[src/rtl/reaction_counter.sv]
// ============================================================================
//  Module      : reaction_counter
//  Description : Millisecond elapsed-time counter for the reaction-timer
//                controller. A prescaler divides clk down to a tick; each
//                tick advances a 5-digit packed-BCD count and an equal-valued
//                binary count. clreset clears and holds, hold freezes.
//  Config      : REACTION_COUNTER_SATURATE_EN
//                  defined   -> count saturates at 99999 on overflow
//                  undefined -> count wraps to 00000 on overflow
//                Either way ovf is set sticky on the overflowing advance.
//  Revision    : 1.0 - initial release
// ============================================================================
`default_nettype none

module reaction_counter #(
    parameter int CLK_HZ  = 50000000,
    parameter int TICK_HZ = 1000
) (
    input  logic        clk,
    input  logic        rst_n,
    input  logic        clreset,
    input  logic        hold,
    output logic [19:0] count,
    output logic [19:0] count_binary,
    output logic        tick,
    output logic        ovf
);

    localparam int DIV = CLK_HZ / TICK_HZ;
    localparam int PW  = (DIV >= 2) ? $clog2(DIV) : 1;

    localparam logic [PW-1:0] C_PRE_LAST = PW'(DIV - 1);
    localparam logic [19:0]   C_BCD_MAX  = 20'h99999;
    localparam logic [19:0]   C_BIN_MAX  = 20'd99999;

    // A divider below 2 cannot produce a one-cycle tick between idle cycles.
    generate
        if (DIV < 2) begin : g_div_check
            $error("reaction_counter: CLK_HZ / TICK_HZ must be at least 2");
        end
    endgenerate

    logic [PW-1:0] r_pre;
    logic [19:0]   r_count;
    logic [19:0]   r_count_bin;
    logic          r_tick;
    logic          r_ovf;

    logic [19:0]   w_bcd_inc;
    logic          w_carry;
    logic          w_at_max;
    logic [19:0]   w_next_count;
    logic [19:0]   w_next_bin;

    // BCD increment with the carry rippling through all five digits.
    always_comb begin
        w_bcd_inc = r_count;
        w_carry   = 1'b1;
        for (int d = 0; d < 5; d++) begin
            if (w_carry) begin
                if (r_count[4*d +: 4] >= 4'd9) begin
                    w_bcd_inc[4*d +: 4] = 4'd0;
                end else begin
                    w_bcd_inc[4*d +: 4] = r_count[4*d +: 4] + 4'd1;
                    w_carry             = 1'b0;
                end
            end
        end
    end

    // Next count values, including the terminal-value policy.
    always_comb begin
        w_at_max     = (r_count == C_BCD_MAX);
        w_next_count = w_bcd_inc;
        w_next_bin   = r_count_bin + 20'd1;
        if (w_at_max) begin
`ifdef REACTION_COUNTER_SATURATE_EN
            w_next_count = C_BCD_MAX;
            w_next_bin   = C_BIN_MAX;
`else
            w_next_count = 20'h00000;
            w_next_bin   = 20'd0;
`endif
        end
    end

    // Prescaler and count registers: clear, then hold, then count.
    always_ff @(posedge clk or negedge rst_n) begin
        if (!rst_n) begin
            r_pre       <= '0;
            r_count     <= '0;
            r_count_bin <= '0;
            r_tick      <= 1'b0;
            r_ovf       <= 1'b0;
        end else if (clreset) begin
            r_pre       <= '0;
            r_count     <= '0;
            r_count_bin <= '0;
            r_tick      <= 1'b0;
            r_ovf       <= 1'b0;
        end else if (hold) begin
            r_tick      <= 1'b0;
        end else if (r_pre == C_PRE_LAST) begin
            r_pre       <= '0;
            r_count     <= w_next_count;
            r_count_bin <= w_next_bin;
            r_tick      <= 1'b1;
            if (w_at_max) begin
                r_ovf   <= 1'b1;
            end
        end else begin
            r_pre       <= r_pre + PW'(1);
            r_tick      <= 1'b0;
        end
    end

    assign count        = r_count;
    assign count_binary = r_count_bin;
    assign tick         = r_tick;
    assign ovf          = r_ovf;

endmodule

`default_nettype wire

[config.mk]
export PLATFORM = sky130hd
export DESIGN_NAME = reaction_counter
export DESIGN_NICKNAME = d
export VERILOG_FILES = /design/src/rtl/reaction_counter.sv
export SDC_FILE = /design/constraint.sdc
export NUM_CORES = 1
export LEC_CHECK = 0
export CAP_MARGIN = 10
export CORE_MARGIN = 2
export CORE_UTILIZATION = 45
export CTS_CLUSTER_SIZE = 28
export DETAILED_ROUTE_END_ITERATION = 10
export PLACE_DENSITY = 0.68
export SYNTH_ARGS = -nofsm -noshare
export SYNTH_HDL_FRONTEND = slang
export SYNTH_SLANG_ARGS = --single-unit
export TNS_END_PERCENT = 30
[constraint.sdc]
create_clock -name clk -period 4.1 [get_ports clk]
set_input_delay 0.82 -clock clk [delete_from_list [all_inputs] [get_ports clk]]
set_output_delay 0.82 -clock clk [all_outputs]
set_load 0.01 [all_outputs]
==> flow_summary.ini, run 1 <==
[outcome]
status = completed

[pwr]
irDropWorstVdd_mv = 0.240
power_switching_uw = 313
p_sw_share_pct = 25.6
pwr-share-comb_pct = 9.3
powerDensity_nw_per_um2 = 299
clock_power_share_pct = 41.7
p_leak_uw = 0.00165
internal_power_uw = 910
seq_power_share_pct = 49.0

[place]
gp_congestion = 0.805
dp_hpwl_um = 5690
numPortBuffers = 45
placed_cell_area_um2 = 3900

[global_route]
antenna_found_initial = 0
grt_pass1_wl_um = 13500
grt_max_degree = 35
grt_usage_pct = 20.3
overflow = 0
grt_pass1_vias = 2890

[critical_path]
required_ns = 4.32
r2r-end = count[16]
crit_path_end_kind = register
slowest_delay_ns = 0.56
r2r_cells = 7
r2r_slack_ns = 1.43
path_cells = clkdlybuf4s50_1, or4bb_1, nor4_4, or2_2, nand2_1, mux2_2
timing.rr.start = count[17]
critPathMaxFanout = 23
startpoint_type = input port
critPathKind = input port to register
critPathArrivalTime_ns = 3.15
crit_family = simple AND/OR/NAND/NOR gates
path_buf_inv = 1
slowest_stage = or4bb_1

[cts]
ctsHoldBuffers = 0
path_clk_slew_ns = 0.06
insertion_delay_ns = 0.34
cts_buffers = 9
h-tree-depth = 3
cts.sinks = 58
root_buffer = clkbuf_8
cts_tree = yes
post_cts_buffers = 0
cts.path.max_buffers = 2
ctsResizeCount = 0

[synthesis]
synth_area_um2 = 3360
ys_ff_latch = 58
async_flop_share_pct = 100
yosysTopAreaCell = dfrtp_1
netlist_instances = 365
avgSynthCellArea_um2 = 9.20
synth_top_area_share_pct = 43.2
synthFlopType = dfrtp_1
synth_nets = 386
seq_area_frac_synth_pct = 43.2
synth_cell_types = 53
synth_edf_count = 0
yosys_warnings = 0
synth.area.top_cells = dfrtp_1 (43%), ha_1 (6.3%), o21ai_0 (5.5%)

[timing]
final.setup_skew_ns = 0.0108
min_period_over_period_pct = 71.5
finalCriticalPeriod_ns = 2.93
slew_headroom_pct = 21.5
worstMarginPinSlew_ns = 1.18
fin_setup_tns_ns = 0
rsz0062_at_grt = no
finalHoldViolCount = 0
slew_viol_final = 0
max_freq_ghz = 0.341
final-setup-viol-count = 0

[die]
die_area_um2 = 8170
core_um2 = 7250
rows = 31
initial_core_util_pct = 46.3
ios = 46
die_h_um = 90.4
die_width_um = 90.4

[finish]
final_area_um2 = 4090
register_area_um2 = 1450
final_layout_size_suffix_gt1_share_pct = 8.92
multi_input_area_um2 = 1790
num_antenna_cells = 0
fillers = 660
fin_nets = 431
syn2layout_area_growth_pct = 21.7
finalCoreUtilization_pct = 56.3

[detailed_routing]
vias = 2962
drt-total-wl_um = 7980
drtIter0Drc = 153
ant_nets = 0
post_drt_wl_per_cell_um = 15.5
firstDrtPassIters = 4
drc = 0
vias_per_cell = 5.76

[min_path]
hp-class = input port to async pin

[run]
drv_cap = 0
cells in the final DEF, fill, tap and decap left out, drive strengths merged, types with 5 or more instances in the layout:
cell and count:
a21oi 10, xnor2 7, nor3 13, o21ai 42, or3b 6, dfrtp 58, xor2 5, o41ai 5
clkdlybuf4s50 44, ha 17, nor4 9, inv 20, and3 5, a22o 6, nand3 20, o31ai 10
nor2 33, nand4 8, nand2 25, clkbuf 12, a31oi 5, and2 6
kinds of logic (layout without fill, tap and decap cells):
family	Yosys count	after routing	synth area share, %
adders and majority gates	17	17	6.33
DFF	58	58	43.2
buffers and inverters	33	83	3.87
xor gates and xnor gates	12	12	3.13
muxes	5	5	1.60
and+or+nand+nor	151	151	24.9
AOI/OAI and AO/OA	89	89	16.9
worst max path at each step:
stage | from | endpoint | slack, ns | cells past startpoint
4_1_cts | hold | count[8] | 1.15 | 6
6_report | hold | count[8] | 1.17 | 6
3_3_place_gp | hold | count[9] | 0.88 | 6
5_1_grt | hold | count[9] | 1.02 | 6
2_1_floorplan | hold | count[14] | 1.75 | 5
3_5_place_dp | hold | count[8] | 0.80 | 6
through the flow:
stage / setup slack [ns] / cells / total power (uW) / hold WS (ns)
after floorplan: 1.75 / 365 / 670 / 0.473
after global placement: 0.881 / 498 / 723 / 0.495
after detailed placement: 0.801 / 498 / 725 / 0.504
after CTS: 1.15 / 514 / 1230 / 0.485
after global routing: 1.02 / 514 / 1280 / 0.514
final: 1.17 / 514 / 1220 / 0.474
power groups by stage:
stage	registers [uW]	clock network (uW)	logic, uW
6_report	599	510	114
5_1_grt	601	547	130
4_1_cts	599	519	116
3_5_place_dp	610	0	115
3_3_place_gp	610	0	113
2_1_floorplan	611	0	58.4
cell type report:
class | instances | area share (%)
multi-input cells | 274 | 43.8
flip-flops and latches | 58 | 35.5
repair buffers | 47 | 11.3
clock buffers | 12 | 3.31
well taps | 99 | 3.03
inverters | 20 | 1.84
clock inverters | 4 | 1.29
sequential cells by signal (all words and copies together) (netlist names):
signal        cells
ovf               1
tick              1
r_pre            16
count_binary     20
count            20
synth_stat cells (5+ instances only):
library cell,count
a21oi_1,10
a22o_1,6
a31oi_1,5
and2_1,6
and3_1,5
clkbuf_1,8
dfrtp_1,58
ha_1,17
inv_1,20
nand2_1,25
nand3_1,20
nand4_1,8
nor2_1,32
nor3_1,13
nor4_1,8
o21ai_0,37
o31ai_1,10
or3b_2,5
xnor2_1,7
xor2_1,5
metal layers:
metal	track usage [%]	up-vias	wire (um)
met5	0	-	0
met4	7.18	0	71
met3	6.34	6	475
met2	31.0	79	3720
met1	27.3	1455	3710
li1	-	1422	-
Power figures use the tool's default switching activity.
==> inputs of run 2 (changes only) <==
Settings changed: PLACE_DENSITY 0.68 to 0.7.
Clock period 4.1 ns to 2.5 ns, I/O delays scaled along.
==> flow_summary.ini, run 2 (synthesized netlist as in run 1, its figures left out) <==
[die]
rows = 31
die_area_um2 = 8170
ios = 46
die_width_um = 90.4
die_h_um = 90.4
core_um2 = 7250
initial_core_util_pct = 46.3

[detailed_routing]
drt-total-wl_um = 7740
firstDrtPassIters = 5
drc = 0
post_drt_wl_per_cell_um = 14.6
ant_nets = 0
vias = 2943
vias_per_cell = 5.56
drtIter0Drc = 190

[cts]
cts_tree = yes
cts.path.max_buffers = 2
cts.sinks = 58
root_buffer = clkbuf_8
cts_buffers = 9
insertion_delay_ns = 0.34
path_clk_slew_ns = 0.08
ctsHoldBuffers = 0
ctsResizeCount = 0
h-tree-depth = 3
post_cts_buffers = 0

[place]
placed_cell_area_um2 = 4010
place_ws_ns = -0.0634
dp_hpwl_um = 5640
gp_congestion = 0.828
numPortBuffers = 45

[pwr]
total_power_uw = 2080
p_leak_uw = 0.00174
irDropWorstVdd_mv = 0.313
powerDensity_nw_per_um2 = 492

[timing]
worstMarginPinSlew_ns = 0.743
max_freq_ghz = 0.451
fin_setup_tns_ns = 0
final.setup_skew_ns = 0.0145
min_period_over_period_pct = 88.8
final-setup-viol-count = 0
slew_viol_final = 0
fin_ws_ns = 0.281
finalCriticalPeriod_ns = 2.22
slew_headroom_pct = 50.5
rsz0062_at_grt = no
finalHoldViolCount = 0
worst_hold_slack_ns = 0.310

[global_route]
antenna_found_initial = 0
grt_usage_pct = 19.8
overflow = 0
grt_max_degree = 59
grt_pass1_wl_um = 13300
grt_pass1_vias = 2806

[finish]
final_cell_mix = dfrtp_1 (58), clkdlybuf4s50_1 (44), o21ai_0 (37)
final_layout_size_suffix_gt1_share_pct = 12.8
fin_nets = 446
num_antenna_cells = 0
layout_commonest_cell = dfrtp_1
fillers = 668
syn2layout_area_growth_pct = 25.5
final_area_um2 = 4220

[critical_path]
crit_path_end_kind = register
required_ns = 2.74
critPathArrivalTime_ns = 2.46
startpoint_type = input port
critPathKind = input port to register
r2r_cells = 7
critPathMaxFanout = 14

[run]
drv_cap = 0

[min_path]
hp-class = input port to async pin

[outcome]
status = completed
-- run 2: cell types whose count changed in the layout (fill, tap and decap cells not counted), sizes merged --
cell / change
buf: +15
clkinv: +3
clkinvlp: -2
clkbuf: -1
-- run 2: critical path: stages --
cell	delay, ns
clkdlybuf4s50_1	0.41
or4bb_1	0.55
nor4_4	0.28
or2_2	0.26
buf_4	0.22
nand3_1	0.08
o21ai_0	0.15
-- run 2: metrics by stage --
step | std cells | util, %
floorplan | 365 | -
global placement | 513 | 55.3
detailed placement | 513 | 55.3
CTS | 529 | 58.1
global route | 529 | 58.1
finish | 529 | 58.1
-- run 2: where the power goes --
part	switching [uW]	internal (uW)
clock network	384	509
registers	25.0	957
logic	113	87.6
total	522	1550
-- run 2: worst paths after layout --
kind	start	endpoint	slack, ns
max	hold	count_binary[2]	0.28
min in group clk	count_binary[18]	count_binary[18]	0.51
max in group asynchronous	rst_n	r_pre[10]	1.69
min	rst_n	count_binary[13]	0.31
max reg2reg	r_pre[0]	count_binary[2]	0.29
min reg2reg	count_binary[18]	count_binary[18]	0.51
-- run 2: cell type report --
cell class / count / area [um2] / share of cell area [%]
multi-input combinational: 274 / 1790 / 42.4
sequential: 58 / 1450 / 34.4
timing repair buffer: 62 / 573 / 13.6
clock buffer: 11 / 151 / 3.59
tap: 99 / 124 / 2.94
inverter: 20 / 75.1 / 1.78
clock inverter: 5 / 52.6 / 1.25
-- run 2: layer usage --
layer | wire length, um | up-vias | global-route usage, %
met2 | 3720 | 81 | 31.8
met3 | 395 | 7 | 4.84
met5 | 0 | - | 0
li1 | - | 1448 | -
met1 | 3590 | 1407 | 26.4
met4 | 42 | 0 | 6.41
